[src/rtl/pdp11_alu.sv]
// pdp11_alu: PDP-11 style execute stage producing W/WE and holding the N/Z/V/C condition codes.
// Define ALU_ASH_EN to build the multi-cycle ASH shifter (op 15); without it op 15 is a no-op.
module pdp11_alu (
  input  logic        clk,
  input  logic        reset,
  input  logic        start,
  input  logic [3:0]  op,
  input  logic [15:0] a,
  input  logic [15:0] b,
  output logic [15:0] w,
  output logic        we,
  output logic        busy,
  output logic        n,
  output logic        z,
  output logic        v,
  output logic        c
);

  localparam logic [3:0] OP_MOV = 4'd0;
  localparam logic [3:0] OP_ADD = 4'd1;
  localparam logic [3:0] OP_SUB = 4'd2;
  localparam logic [3:0] OP_CMP = 4'd3;
  localparam logic [3:0] OP_BIT = 4'd4;
  localparam logic [3:0] OP_BIC = 4'd5;
  localparam logic [3:0] OP_BIS = 4'd6;
  localparam logic [3:0] OP_XOR = 4'd7;
  localparam logic [3:0] OP_CLR = 4'd8;
  localparam logic [3:0] OP_COM = 4'd9;
  localparam logic [3:0] OP_INC = 4'd10;
  localparam logic [3:0] OP_DEC = 4'd11;
  localparam logic [3:0] OP_NEG = 4'd12;
  localparam logic [3:0] OP_ASR = 4'd13;
  localparam logic [3:0] OP_ASL = 4'd14;
  localparam logic [3:0] OP_ASH = 4'd15;

  logic        accept;
  logic [15:0] r;
  logic        nf, zf, vf, cf;
  logic        wr, upd;
  logic [16:0] add_sum;
  logic [15:0] sub_diff, cmp_diff;

  assign add_sum  = {1'b0, b} + {1'b0, a};
  assign sub_diff = b - a;
  assign cmp_diff = a - b;

`ifdef ALU_ASH_EN
  typedef enum logic [1:0] {
    ASH_IDLE,
    ASH_SHIFT,
    ASH_DONE
  } ash_state_t;

  ash_state_t  state, state_next;
  logic [15:0] acc, acc_shifted;
  logic [5:0]  cnt, ash_count, ash_mag;
  logic        shift_right, sticky_v;
  logic        ash_load, ash_finish, bit_out, sign_flip;

  assign busy        = (state != ASH_IDLE);
  assign accept      = start && !busy;
  assign ash_count   = a[5:0];
  // Two's complement magnitude; -32 maps to 6'b100000 which still reads as 32.
  assign ash_mag     = ash_count[5] ? (~ash_count + 6'd1) : ash_count;
  assign ash_load    = accept && (op == OP_ASH) && (ash_count != 6'd0);
  assign acc_shifted = shift_right ? {acc[15], acc[15:1]} : {acc[14:0], 1'b0};
  assign bit_out     = shift_right ? acc[0] : acc[15];
  assign sign_flip   = !shift_right && (acc_shifted[15] != acc[15]);
  assign ash_finish  = (state == ASH_SHIFT) && (cnt == 6'd1);

  always_ff @(posedge clk) begin
    if (reset) state <= ASH_IDLE;
    else       state <= state_next;
  end

  always_comb begin
    state_next = state;
    case (state)
      ASH_IDLE:  if (ash_load) state_next = ASH_SHIFT;
      ASH_SHIFT: if (cnt == 6'd1) state_next = ASH_DONE;
      ASH_DONE:  state_next = ASH_IDLE;
      default:   state_next = ASH_IDLE;
    endcase
  end

  always_ff @(posedge clk) begin
    if (reset) begin
      acc         <= 16'h0;
      cnt         <= 6'd0;
      shift_right <= 1'b0;
      sticky_v    <= 1'b0;
    end else if (ash_load) begin
      acc         <= b;
      cnt         <= ash_mag;
      shift_right <= ash_count[5];
      sticky_v    <= 1'b0;
    end else if (state == ASH_SHIFT) begin
      acc         <= acc_shifted;
      cnt         <= cnt - 6'd1;
      sticky_v    <= sticky_v | sign_flip;
    end
  end
`else
  assign busy   = 1'b0;
  assign accept = start;
`endif

  always_comb begin
    r   = 16'h0;
    vf  = v;
    cf  = c;
    wr  = 1'b1;
    upd = 1'b1;
    case (op)
      OP_MOV: begin r = a; vf = 1'b0; end
      OP_ADD: begin
        r  = add_sum[15:0];
        vf = (a[15] == b[15]) && (r[15] != b[15]);
        cf = add_sum[16];
      end
      OP_SUB: begin
        r  = sub_diff;
        vf = (a[15] != b[15]) && (r[15] != b[15]);
        cf = (a > b);
      end
      OP_CMP: begin
        r  = cmp_diff;
        vf = (a[15] != b[15]) && (r[15] != a[15]);
        cf = (a < b);
        wr = 1'b0;
      end
      OP_BIT: begin r = a & b;  vf = 1'b0; wr = 1'b0; end
      OP_BIC: begin r = b & ~a; vf = 1'b0; end
      OP_BIS: begin r = b | a;  vf = 1'b0; end
      OP_XOR: begin r = b ^ a;  vf = 1'b0; end
      OP_CLR: begin r = 16'h0;  vf = 1'b0; cf = 1'b0; end
      OP_COM: begin r = ~b;     vf = 1'b0; cf = 1'b1; end
      OP_INC: begin r = b + 16'd1; vf = (b == 16'h7FFF); end
      OP_DEC: begin r = b - 16'd1; vf = (b == 16'h8000); end
      OP_NEG: begin
        r  = ~b + 16'd1;
        vf = (r == 16'h8000);
        cf = (r != 16'h0);
      end
      OP_ASR: begin
        r  = {b[15], b[15:1]};
        cf = b[0];
        vf = r[15] ^ b[0];
      end
      OP_ASL: begin
        r  = {b[14:0], 1'b0};
        cf = b[15];
        vf = r[15] ^ b[15];
      end
`ifdef ALU_ASH_EN
      OP_ASH: begin
        if (ash_count == 6'd0) begin
          r  = b;
          vf = 1'b0;
          cf = 1'b0;
        end else begin
          wr  = 1'b0;
          upd = 1'b0;
        end
      end
`else
      OP_ASH: begin wr = 1'b0; upd = 1'b0; end
`endif
      default: begin wr = 1'b0; upd = 1'b0; end
    endcase
    nf = r[15];
    zf = (r == 16'h0);
  end

  // The ASH result is registered on the edge of its last shift so DONE carries we=1.
  always_ff @(posedge clk) begin
    if (reset) begin
      w  <= 16'h0;
      we <= 1'b0;
      n  <= 1'b0;
      z  <= 1'b0;
      v  <= 1'b0;
      c  <= 1'b0;
    end else begin
      we <= 1'b0;
`ifdef ALU_ASH_EN
      if (ash_finish) begin
        w  <= acc_shifted;
        we <= 1'b1;
        n  <= acc_shifted[15];
        z  <= (acc_shifted == 16'h0);
        v  <= sticky_v | sign_flip;
        c  <= bit_out;
      end else
`endif
      if (accept) begin
        if (wr) begin
          w  <= r;
          we <= 1'b1;
        end
        if (upd) begin
          n <= nf;
          z <= zf;
          v <= vf;
          c <= cf;
        end
      end
    end
  end

endmodule

[config.mk]
export PLATFORM = sky130hd
export DESIGN_NAME = pdp11_alu
export DESIGN_NICKNAME = d
export VERILOG_FILES = /design/src/rtl/pdp11_alu.sv
export SDC_FILE = /design/constraint.sdc
export NUM_CORES = 1
export LEC_CHECK = 0
export ABC_AREA = 1
export ABC_CLOCK_PERIOD_IN_PS = 2400
export BUFFER_PORTS_ARGS = -buffer_cell sky130_fd_sc_hd__clkbuf_2
export CAP_MARGIN = 20
export CORE_UTILIZATION = 40
export CTS_BUF_LIST = sky130_fd_sc_hd__clkbuf_16
export CTS_CLUSTER_SIZE = 10
export DETAILED_ROUTE_END_ITERATION = 16
export GPL_TIMING_DRIVEN = 1
export PLACE_DENSITY = 0.6
export RECOVER_POWER = 25
export SETUP_SLACK_MARGIN = 0.3
export SYNTH_ARGS = -nofsm -noshare
export SYNTH_HDL_FRONTEND = slang
export SYNTH_SLANG_ARGS = --single-unit
export TNS_END_PERCENT = 10
[constraint.sdc]
create_clock -name clk -period 2.4 [get_ports clk]
set_clock_uncertainty 0.05 [all_clocks]
set_input_delay 0.24 -clock clk [delete_from_list [all_inputs] [get_ports clk]]
set_output_delay 0.24 -clock clk [all_outputs]
set_load 0.03 [all_outputs]
==> results of run 1 <==
## per-layer routing
layer  up-vias  part of all wire (%)
met3       133                   9.6
met4         0                   6.9
met1      4491                    42
met5         -                     0
met2       576                    42
li1       4816                     -
## placed cells by master (no fill, tap or decap), drive strengths merged
cell type  Yosys  final
a21boi         2      2
a21o           3      3
a21oi         62     62
a221oi         1      1
a31oi          2      2
a41oi          1      1
and2           1      1
buf           18    321
clkbuf        25     55
clkinv         5      4
clkinvlp       0      1
conb           1      1
dfxtp         21     21
fa             3      3
ha            67     67
inv          162    163
nand2        434    434
nand3        136    136
nand3b         3      3
nand4         22     22
nor2         190    190
nor3          13     13
nor4           4      4
o2111ai        4      4
o211ai        13     13
o21ai         55     55
o21bai         8      8
o221ai         2      2
o22ai         16     16
o32ai          1      1
or2            1      1
xnor2          4      4
xor2          11     11
## final cells by class
class                      count  area share [%]
multi-input combinational   1060            59.1
timing repair buffer         373            27.4
inverter                     167            6.20
sequential                    21            4.00
tap                          216            2.57
clock buffer                   3           0.714
clock inverter                 1          0.0357
## kinds of logic (layout without fill, tap and decap cells)
family | after synthesis | after routing
XOR/XNOR | 15 | 15
AND/OR/NAND/NOR | 804 | 804
buffers and inverters | 210 | 544
adder cells (fa/ha/maj) | 70 | 70
AO/OA/AOI/OAI | 170 | 170
flip-flops | 21 | 21
other | 1 | 1
## cells in the mapped netlist (2+ instances only)
cell type and number:
buf_2 14, nand4_1 22, a21oi_1 61, o21bai_1 8, dfxtp_1 21, o2111ai_1 4, fa_1 3, a31oi_1 2
nand3_1 136, inv_2 2, o221ai_1 2, inv_1 159, o22ai_1 16, xor2_1 11, nand3b_1 2, buf_6 2
o211ai_1 13, xnor2_1 4, nor2_1 178, o21ai_0 54, clkinv_1 5, nor3_1 13, nand2_2 12, ha_1 67
a21o_1 3, nand2_1 420, nor2_2 8, nor2_4 3, clkbuf_1 25, nand2_4 2, nor4_1 4, a21boi_0 2
## sequential cells by signal, summed over array words and instances (netlist names)
name,count
z,1
v,1
c,1
we,1
n,1
w,16
## worst max-delay path, stage by stage
cell and delay, ps:
clkbuf_2 100, buf_4 190, nor2_2 160, inv_2 90, nor2_4 190, nand2_1 140
nor2_2 140, nand2_1 80, nand3_1 120, nand3_1 110, inv_1 90, nand4_1 240
nor2_2 180, nand2_1 70, nor2_1 80, nand2_1 80, a21oi_2 130
## stage by stage
stage | total power [mW] | setup slack [ps] | instances | TNS, ps
2_1_floorplan | 1.41 | 199 | 1291 | 0
3_3_place_gp | 2.27 | -327 | 1808 | -2130
3_5_place_dp | 2.29 | -378 | 1808 | -2860
4_1_cts | 2.75 | 154 | 1823 | 0
5_1_grt | 3.18 | 45.5 | 1841 | 0
6_report | 2.99 | 94.7 | 1841 | 0
## worst max-delay path by stage
stage	from	slack (ps)	cells past startpoint	to
6_report	b[4]	90	17	z
5_1_grt	b[0]	50	18	w[6]
4_1_cts	b[1]	150	20	z
3_5_place_dp	b[0]	-380	19	z
3_3_place_gp	b[0]	-330	21	z
2_1_floorplan	b[0]	200	21	z
## where the power goes
group	total [mW]	switching, mW	internal [mW]
clock	0.352	0.129	0.222
sequential	0.396	0.0156	0.380
combinational	2.24	1.29	0.951
## what timing repair did
item / CTS / global route
pin swaps: 30 / 88
setup buffers: 11 / 18
resized for setup: 76 / 176
setup endpoints to repair: 20 / 20
==> impl_metrics.py, run 1 <==
metrics = {
    "outcome": {
        "status": "finished clean",
    },
    "layout": {
        "fin_util_pct": 65.5,
        "drive_gt1_share_pct": 36.4,
        "area_growth_pct": 57.6,
        "antennaDiodeCount": 0,
        "multiInputGateArea_sq_um": 6220,
        "nFillCells": 1539,
        "final_nets": 1735,
        "post-route-cell-area_sq_um": 10500,
        "seq_area_sq_um": 420,
    },
    "yosys": {
        "synth_area_sq_um": 6670,
        "synth_seq_cells": 21,
        "ys_seq_area_share_pct": 6.30,
        "synth-main-ff-cell": "dfxtp_1",
        "synth-async-reset-ratio_pct": 0,
        "synth_top_family_by_area": "simple AND/OR/NAND/NOR gates",
        "syn_inst": 1291,
        "synthAdderAreaFrac_pct": 13.5,
        "yosys.area.top_type": "nand2_1",
        "synth_area_leaders": "nand2_1, ha_1, nand3_1",
        "synth_edf_count": 0,
        "synth-compound-area-share_pct": 14.8,
        "synth_top_cell_area_share_pct": 23.6,
        "synth.mux.area_fraction_pct": 0,
        "syn_nets": 1400,
        "ys_warn_count": 0,
        "synthSimpleGateAreaFrac_pct": 51.0,
        "synth.distinct_cells": 45,
        "synth-xor-area-share_pct": 1.97,
        "synth_area_per_cell_sq_um": 5.17,
    },
    "power": {
        "power.leakage_nw": 5.50,
        "power_density_nw_per_um2": 284,
        "vdd_drop_max_v": 0.000309,
    },
    "sta": {
        "slew_viol_final": 0,
        "fmax_mhz": 434,
        "hold_viol_final": 0,
        "setup_viol": 0,
        "rsz0062_at_grt": "yes",
        "tightest_slew_ps": 505,
        "hold_slack_ps": 192,
        "relSlewSlack_pct": 66.3,
        "period_needed_ps": 2310,
        "timing.final.crit_share_pct": 96.1,
    },
    "place": {
        "post_dp_cell_area_sq_um": 9410,
        "gp_congestion": 1.05,
        "hpwl_um": 26100,
        "port_buffers": 59,
    },
    "clocking": {
        "cts-root-buf": "clkbuf_16",
        "clock-sinks": 21,
        "clk_latency_ps": 260,
        "clkTransAtPathRegs_ps": 60,
        "cts_tree": "built",
        "clk_path_buf_depth": 2,
        "cts_buffers": 3,
        "cts_max_level": 1,
        "ctsHoldBuffers": 0,
    },
    "global_route": {
        "grt_pass1_wl_um": 48400,
        "grt_use_met2_pct": 54.2,
        "grtUsageMet1_pct": 48.0,
        "grt_overflow": 0,
        "busiest_layer": "met2",
        "grt.total_usage_pct": 36.1,
        "met3_usage_pct": 6.98,
        "grt_max_degree": 29,
        "antenna_found_initial": 0,
        "grt_pass1_vias": 9096,
    },
    "hold_path": {
        "hp-start": "reset",
        "min_path_type": "in -> reg",
        "worstHoldEndpoint": "z",
        "hold_depth": 2,
    },
    "drt": {
        "routed_wl_um": 32600,
        "drt_iter0_drc": 1170,
        "drcViolationCount": 0,
        "firstDrtPassIters": 6,
        "wl_per_cell_um": 17.7,
        "antenna_left": 0,
        "via_count": 10000,
        "avgViaCountPerCell": 5.44,
    },
    "floorplanning": {
        "io_pins": 61,
        "fp.dieArea_sq_um": 17200,
        "die_h_um": 131,
        "chipWidth_um": 131,
        "start_util_pct": 41.5,
        "coreArea_sq_um": 16100,
        "rows": 46,
    },
    "worst_setup_path": {
        "r2r_cells": 2,
        "rr_endpoint": "z",
        "crit_arrival_ps": 2450,
        "reg2reg_from": "z",
        "cp-end-kind": "flop",
        "path_class": "in -> reg",
        "path_max_fanout": 9,
        "cp.required_ps": 2540,
        "reg2reg_slack_ps": 1610,
        "critPathLaunchType": "input port",
    },
    "flow_run": {
        "max_cap_violations": 0,
    },
}
Note: power is estimated with default switching activity, not from simulation.
==> run 2, diff against run 1 <==
Settings changed: BUFFER_PORTS_ARGS -buffer_cell sky130_fd_sc_hd__clkbuf_2 to default, CELL_PAD_IN_SITES_DETAIL_PLACEMENT from default to 1, CELL_PAD_IN_SITES_GLOBAL_PLACEMENT from default to 1, DONT_BUFFER_PORTS from default to 1, PLACE_DENSITY 0.6 to 0.79.
==> run 2 against run 1 <==
The run now ends with hold timing, setup timing left; flip-flop and latch count did not move; die area is the same; critical path type unchanged; sequential share of layout area grew 0.48 points; fmax fell by 13%; clock power grew 4%; cell count is 8.4% lower; non-clock buffer count is 155 lower; highest routed layer is now met5; final area is 11% lower; via count up 4.8%; largest power group unchanged; first-iteration DRC count decreased by 4.3%.
==> impl_metrics.py, run 2 (synthesized netlist as in run 1, its figures left out) <==
metrics = {
    "sta": {
        "period_needed_ps": 2640,
        "layout_setup_ws_ps": -244,
        "fmax_mhz": 378,
        "hold_slack_ps": -11.9,
        "tns_ps": -718,
        "rsz0062_at_grt": "yes",
        "slew_viol_final": 0,
        "relSlewSlack_pct": 27.1,
        "timing.final.crit_share_pct": 110,
        "hold_viol_final": 2,
        "setup_viol": 5,
        "tightest_slew_ps": 1090,
    },
    "worst_setup_path": {
        "crit_path_frequent_cell": "nand2_1",
        "path_class": "in -> reg",
        "crit_path_max_incr_delay_ps": 830,
        "slowest_stage": "nor2_1",
        "reg2reg_from": "c",
        "cp.required_ps": 2560,
        "reg2reg_slack_ps": 1290,
        "startpoint": "op[0]",
        "cp-end-kind": "flop",
        "cp_cell_sequence": "inv_1 > nand2_1 > nor2_1 > nand2_1 > nand2_1 > nor2_1 > nand2_1 > nor2_2 > nand4_1 > nor2_2 > buf_4 > buf_4 > buf_4 > nand2_1 > o211ai_1 > inv_1",
        "critPathLaunchType": "input port",
        "rr_endpoint": "c",
        "crit_arrival_ps": 2800,
        "r2r_cells": 2,
        "path_max_fanout": 26,
    },
    "clocking": {
        "clock-sinks": 21,
        "clk_latency_ps": 260,
        "clkTransAtPathRegs_ps": 60,
        "cts_buffers": 3,
        "ctsHoldBuffers": 1,
        "cts_max_level": 1,
        "cts-root-buf": "clkbuf_16",
        "cts_tree": "built",
        "clk_path_buf_depth": 2,
    },
    "drt": {
        "avgViaCountPerCell": 6.22,
        "drt_iter0_drc": 1120,
        "firstDrtPassIters": 5,
        "wl_per_cell_um": 25.0,
        "via_count": 10500,
        "routed_wl_um": 42100,
        "drcViolationCount": 0,
        "antenna_left": 0,
    },
    "floorplanning": {
        "io_pins": 61,
        "start_util_pct": 41.5,
        "die_h_um": 131,
        "fp.dieArea_sq_um": 17200,
        "coreArea_sq_um": 16100,
        "rows": 46,
        "chipWidth_um": 131,
    },
    "layout": {
        "multiInputGateArea_sq_um": 6210,
        "drive_gt1_share_pct": 30.1,
        "nFillCells": 2312,
        "largest_register_ffs": 16,
        "post-route-cell-area_sq_um": 9380,
        "top_register": "w",
        "seq_area_sq_um": 420,
        "final_common_cell": "nand2_1",
        "area_growth_pct": 40.6,
        "layout_common_cells": "nand2_1, buf_4, inv_1",
        "final_cells": 1687,
        "final_nets": 1580,
        "fin_util_pct": 58.4,
    },
    "global_route": {
        "grt_pass1_vias": 9985,
        "grt.total_usage_pct": 41.1,
        "grt_overflow": 0,
        "antenna_found_initial": 2,
        "grt_max_degree": 29,
        "grt_pass1_wl_um": 55200,
    },
    "place": {
        "gp_congestion": 0.994,
        "port_buffers": 0,
        "dp.cells": 1660,
        "dp_slack_ps": -341,
        "hpwl_um": 28800,
        "post_dp_cell_area_sq_um": 8410,
    },
    "power": {
        "vdd_drop_max_v": 0.000319,
        "power_density_nw_per_um2": 310,
        "totalPowerFinal_mw": 2.90,
        "clockPowerShare_pct": 12.6,
        "p_int_mw": 1.41,
        "combPwrFrac_pct": 71.4,
        "power_frac_seq_pct": 16.0,
        "power.leakage_nw": 4.75,
        "switching_share_pct": 51.3,
        "p_sw_mw": 1.49,
    },
    "hold_path": {
        "hold_depth": 1,
        "min_path_type": "in -> reg",
        "worstHoldEndpoint": "z",
        "hp-start": "reset",
    },
    "outcome": {
        "status": "finished with violations",
        "violations": "hold timing, setup timing",
    },
    "flow_run": {
        "max_cap_violations": 0,
    },
}
## run 2: changes by cell type in the layout (fill, tap and decap cells not counted), moves of 8 or more
cell / previous run / this run
buf_6: 18 / 7
clkbuf_1: 10 / 0
inv_2: 25 / 17
nand2_2: 49 / 68
buf_4: 290 / 203
nand2_1: 378 / 360
clkbuf_2: 41 / 0
inv_1: 132 / 141
## run 2: cell type report
| class | instances | area share, % |
|---|---|---|
| Antenna cell | 1 | 0.0267 |
| Clock buffer | 3 | 0.801 |
| Clock inverter | 1 | 0.0400 |
| Inverter | 167 | 6.92 |
| Multi-Input combinational cell | 1060 | 66.2 |
| Sequential cell | 21 | 4.48 |
| Tap cell | 216 | 2.88 |
| Timing Repair Buffer | 218 | 18.6 |
## run 2: per-layer routing
| metal | global-route usage (%) | share of wire [%] | vias up |
|---|---|---|---|
| met5 | 0 | 0.031 | - |
| met4 | 22.8 | 8.3 | 2 |
| met3 | 8.60 | 12 | 266 |
| met2 | 65.5 | 43 | 791 |
| met1 | 51.4 | 37 | 4946 |
| li1 | - | - | 4494 |
## run 2: worst max path at each step
stage,end,slack [ps],cells after the start
floorplan,z,200,21
global placement,z,-230,17
detailed placement,z,-340,18
CTS,z,120,18
global route,w[5],-280,16
finish,w[5],-240,16
## run 2: worst max-delay path: cells and delay by family
family,cells,cell delay [ps]
AO/OA/AOI/OAI,1,90
buffers and inverters,5,580
AND/OR/NAND/NOR,10,1900
## run 2: power groups by stage
stage	sequential (mW)	combinational [mW]	clock, mW
after detailed placement	0.470	1.64	0
after global routing	0.465	2.17	0.382
after CTS	0.463	1.71	0.365
after floorplan	0.462	0.944	0
after global placement	0.468	1.58	0
final	0.463	2.07	0.367
## run 2: timing repair
item	4_1_cts	5_1_grt
pin swaps	22	74
endpoints found under the setup margin	14	17
endpoints found under the hold margin	4	3
buffers inserted	4	17
resized for setup	37	172
==> run 3, diff against run 2 <==
Settings changed: MAX_ROUTING_LAYER from default to met4.
==> run 3 against run 2 <==
The run ends with hold timing left; clock-buffer cell count stayed put; cell count is 1.7% lower; die area stayed put; power is 8.7% lower; worst setup slack better by 320 ps; via count is 7.3% lower; sequential share of layout area is 0.27 points higher; critical endpoint is now z; largest cell class unchanged; largest power group unchanged.
==> impl_metrics.py, run 3 (synthesized netlist as in run 1, its figures left out) <==
metrics = {
    "worst_setup_path": {
        "cp-end-kind": "flop",
        "path_class": "in -> reg",
        "path_max_fanout": 5,
        "critPathLaunchType": "input port",
        "crit_arrival_ps": 2470,
        "cp.required_ps": 2550,
    },
    "outcome": {
        "violations": "hold timing",
        "status": "finished with violations",
    },
    "place": {
        "hpwl_um": 28400,
        "gp_congestion": 1.03,
        "dp_slack_ps": -406,
        "dp.cells": 1645,
        "port_buffers": 0,
    },
    "clocking": {
        "ctsHoldBuffers": 1,
        "cts-root-buf": "clkbuf_16",
        "clkTransAtPathRegs_ps": 60,
        "cts_max_level": 1,
        "clock-sinks": 21,
        "clk_latency_ps": 260,
        "clk_path_buf_depth": 2,
        "cts_tree": "built",
        "cts_buffers": 3,
    },
    "power": {
        "power_density_nw_per_um2": 300,
        "power_frac_seq_pct": 17.4,
        "clockPowerShare_pct": 14.1,
        "power.leakage_nw": 4.57,
        "combPwrFrac_pct": 68.5,
        "p_sw_mw": 1.32,
        "switching_share_pct": 49.9,
        "totalPowerFinal_mw": 2.65,
        "p_int_mw": 1.33,
        "vdd_drop_max_v": 0.000287,
    },
    "floorplanning": {
        "coreArea_sq_um": 16100,
        "start_util_pct": 41.5,
        "rows": 46,
        "io_pins": 61,
        "chipWidth_um": 131,
        "die_h_um": 131,
        "fp.dieArea_sq_um": 17200,
    },
    "layout": {
        "seq_area_sq_um": 420,
        "fin_util_pct": 55.1,
        "largest_register_ffs": 16,
        "multiInputGateArea_sq_um": 5890,
        "layout_common_cells": "nand2_1, buf_4, inv_1",
        "final_nets": 1552,
        "final_common_cell": "nand2_1",
        "antennaDiodeCount": 0,
        "area_growth_pct": 32.6,
        "top_register": "w",
        "nFillCells": 2380,
        "drive_gt1_share_pct": 23.8,
        "final_cells": 1658,
    },
    "sta": {
        "hold_viol_final": 3,
        "period_needed_ps": 2320,
        "rsz0062_at_grt": "yes",
        "hold_slack_ps": -15.6,
        "tightest_slew_ps": 862,
        "relSlewSlack_pct": 42.3,
        "layout_setup_ws_ps": 79.9,
        "fmax_mhz": 431,
        "timing.final.crit_share_pct": 96.7,
        "setup_viol": 0,
        "slew_viol_final": 0,
    },
    "hold_path": {
        "min_path_type": "in -> reg",
    },
    "drt": {
        "avgViaCountPerCell": 5.87,
        "firstDrtPassIters": 5,
        "drcViolationCount": 0,
        "routed_wl_um": 35900,
        "antenna_left": 0,
        "wl_per_cell_um": 21.7,
        "via_count": 9729,
        "drt_iter0_drc": 867,
    },
    "global_route": {
        "grt_pass1_wl_um": 55100,
        "grt_overflow": 0,
        "grt_pass1_vias": 10000,
        "grt.total_usage_pct": 42.1,
        "antenna_found_initial": 0,
        "grt_max_degree": 29,
    },
    "flow_run": {
        "max_cap_violations": 0,
    },
}
## run 3: worst max-delay path, stage by stage
cell        delay (ps)
clkinvlp_4         140
buf_6              180
fa_2               420
nand2_2             90
nand2_2             60
nand2_2             70
nand2_2             60
nor2_2             100
nand3_2            160
nor2_4             140
nand3_2             90
nor2_2             110
nand2_1             80
nor2_1             110
nand3_1             90
nor2_1             120
nand2_1             90
a21oi_2            110
## run 3: routing by layer
layer,routed length (um),global-route usage (%),share of wire [%],vias to the layer above
li1,-,-,-,4447
met1,14800,51.5,41,4638
met2,15700,64.8,44,506
met3,3140,7.72,8.7,138
met4,2250,23.9,6.3,0
met5,0,-,0,-
## run 3: timing repair
item	4_1_cts	5_1_grt
buffers inserted	7	1
hold endpoints to repair	4	3
pin swaps	25	30
gates resized for setup	71	44
setup endpoints to repair	13	14
## run 3: metrics by stage
stage | cell area, sq um | setup TNS [ps]
after floorplan | 6880 | 0
after global placement | 8310 | -1180
after detailed placement | 8310 | -2460
after CTS | 8700 | 0
after global routing | 8840 | -67.0
final | 8840 | 0
## run 3: worst paths after layout
kind,depth (start not counted),startpoint,endpoint,slack (ps)
setup / recovery,18,a[1],z,80
hold / removal,1,reset,z,-20
setup reg to reg,3,v,v,1410
hold reg to reg,2,w[15],w[15],630
## run 3: cell type report
class                           instances  share of cell area, %
Sequential cell                        21                   4.75
Inverter                              167                   7.34
Clock buffer                            3                  0.849
Clock inverter                          1                 0.0849
Tap cell                              216                   3.06
Timing Repair Buffer                  190                   17.3
Multi-Input combinational cell       1060                   66.6
## run 3: power groups by stage
stage          registers (mW)  clock network [mW]  logic, mW
2_1_floorplan           0.462                   0      0.944
3_3_place_gp            0.468                   0       1.55
3_5_place_dp            0.469                   0       1.60
4_1_cts                 0.462               0.378       1.70
5_1_grt                 0.464               0.393       1.94
6_report                0.462               0.374       1.81
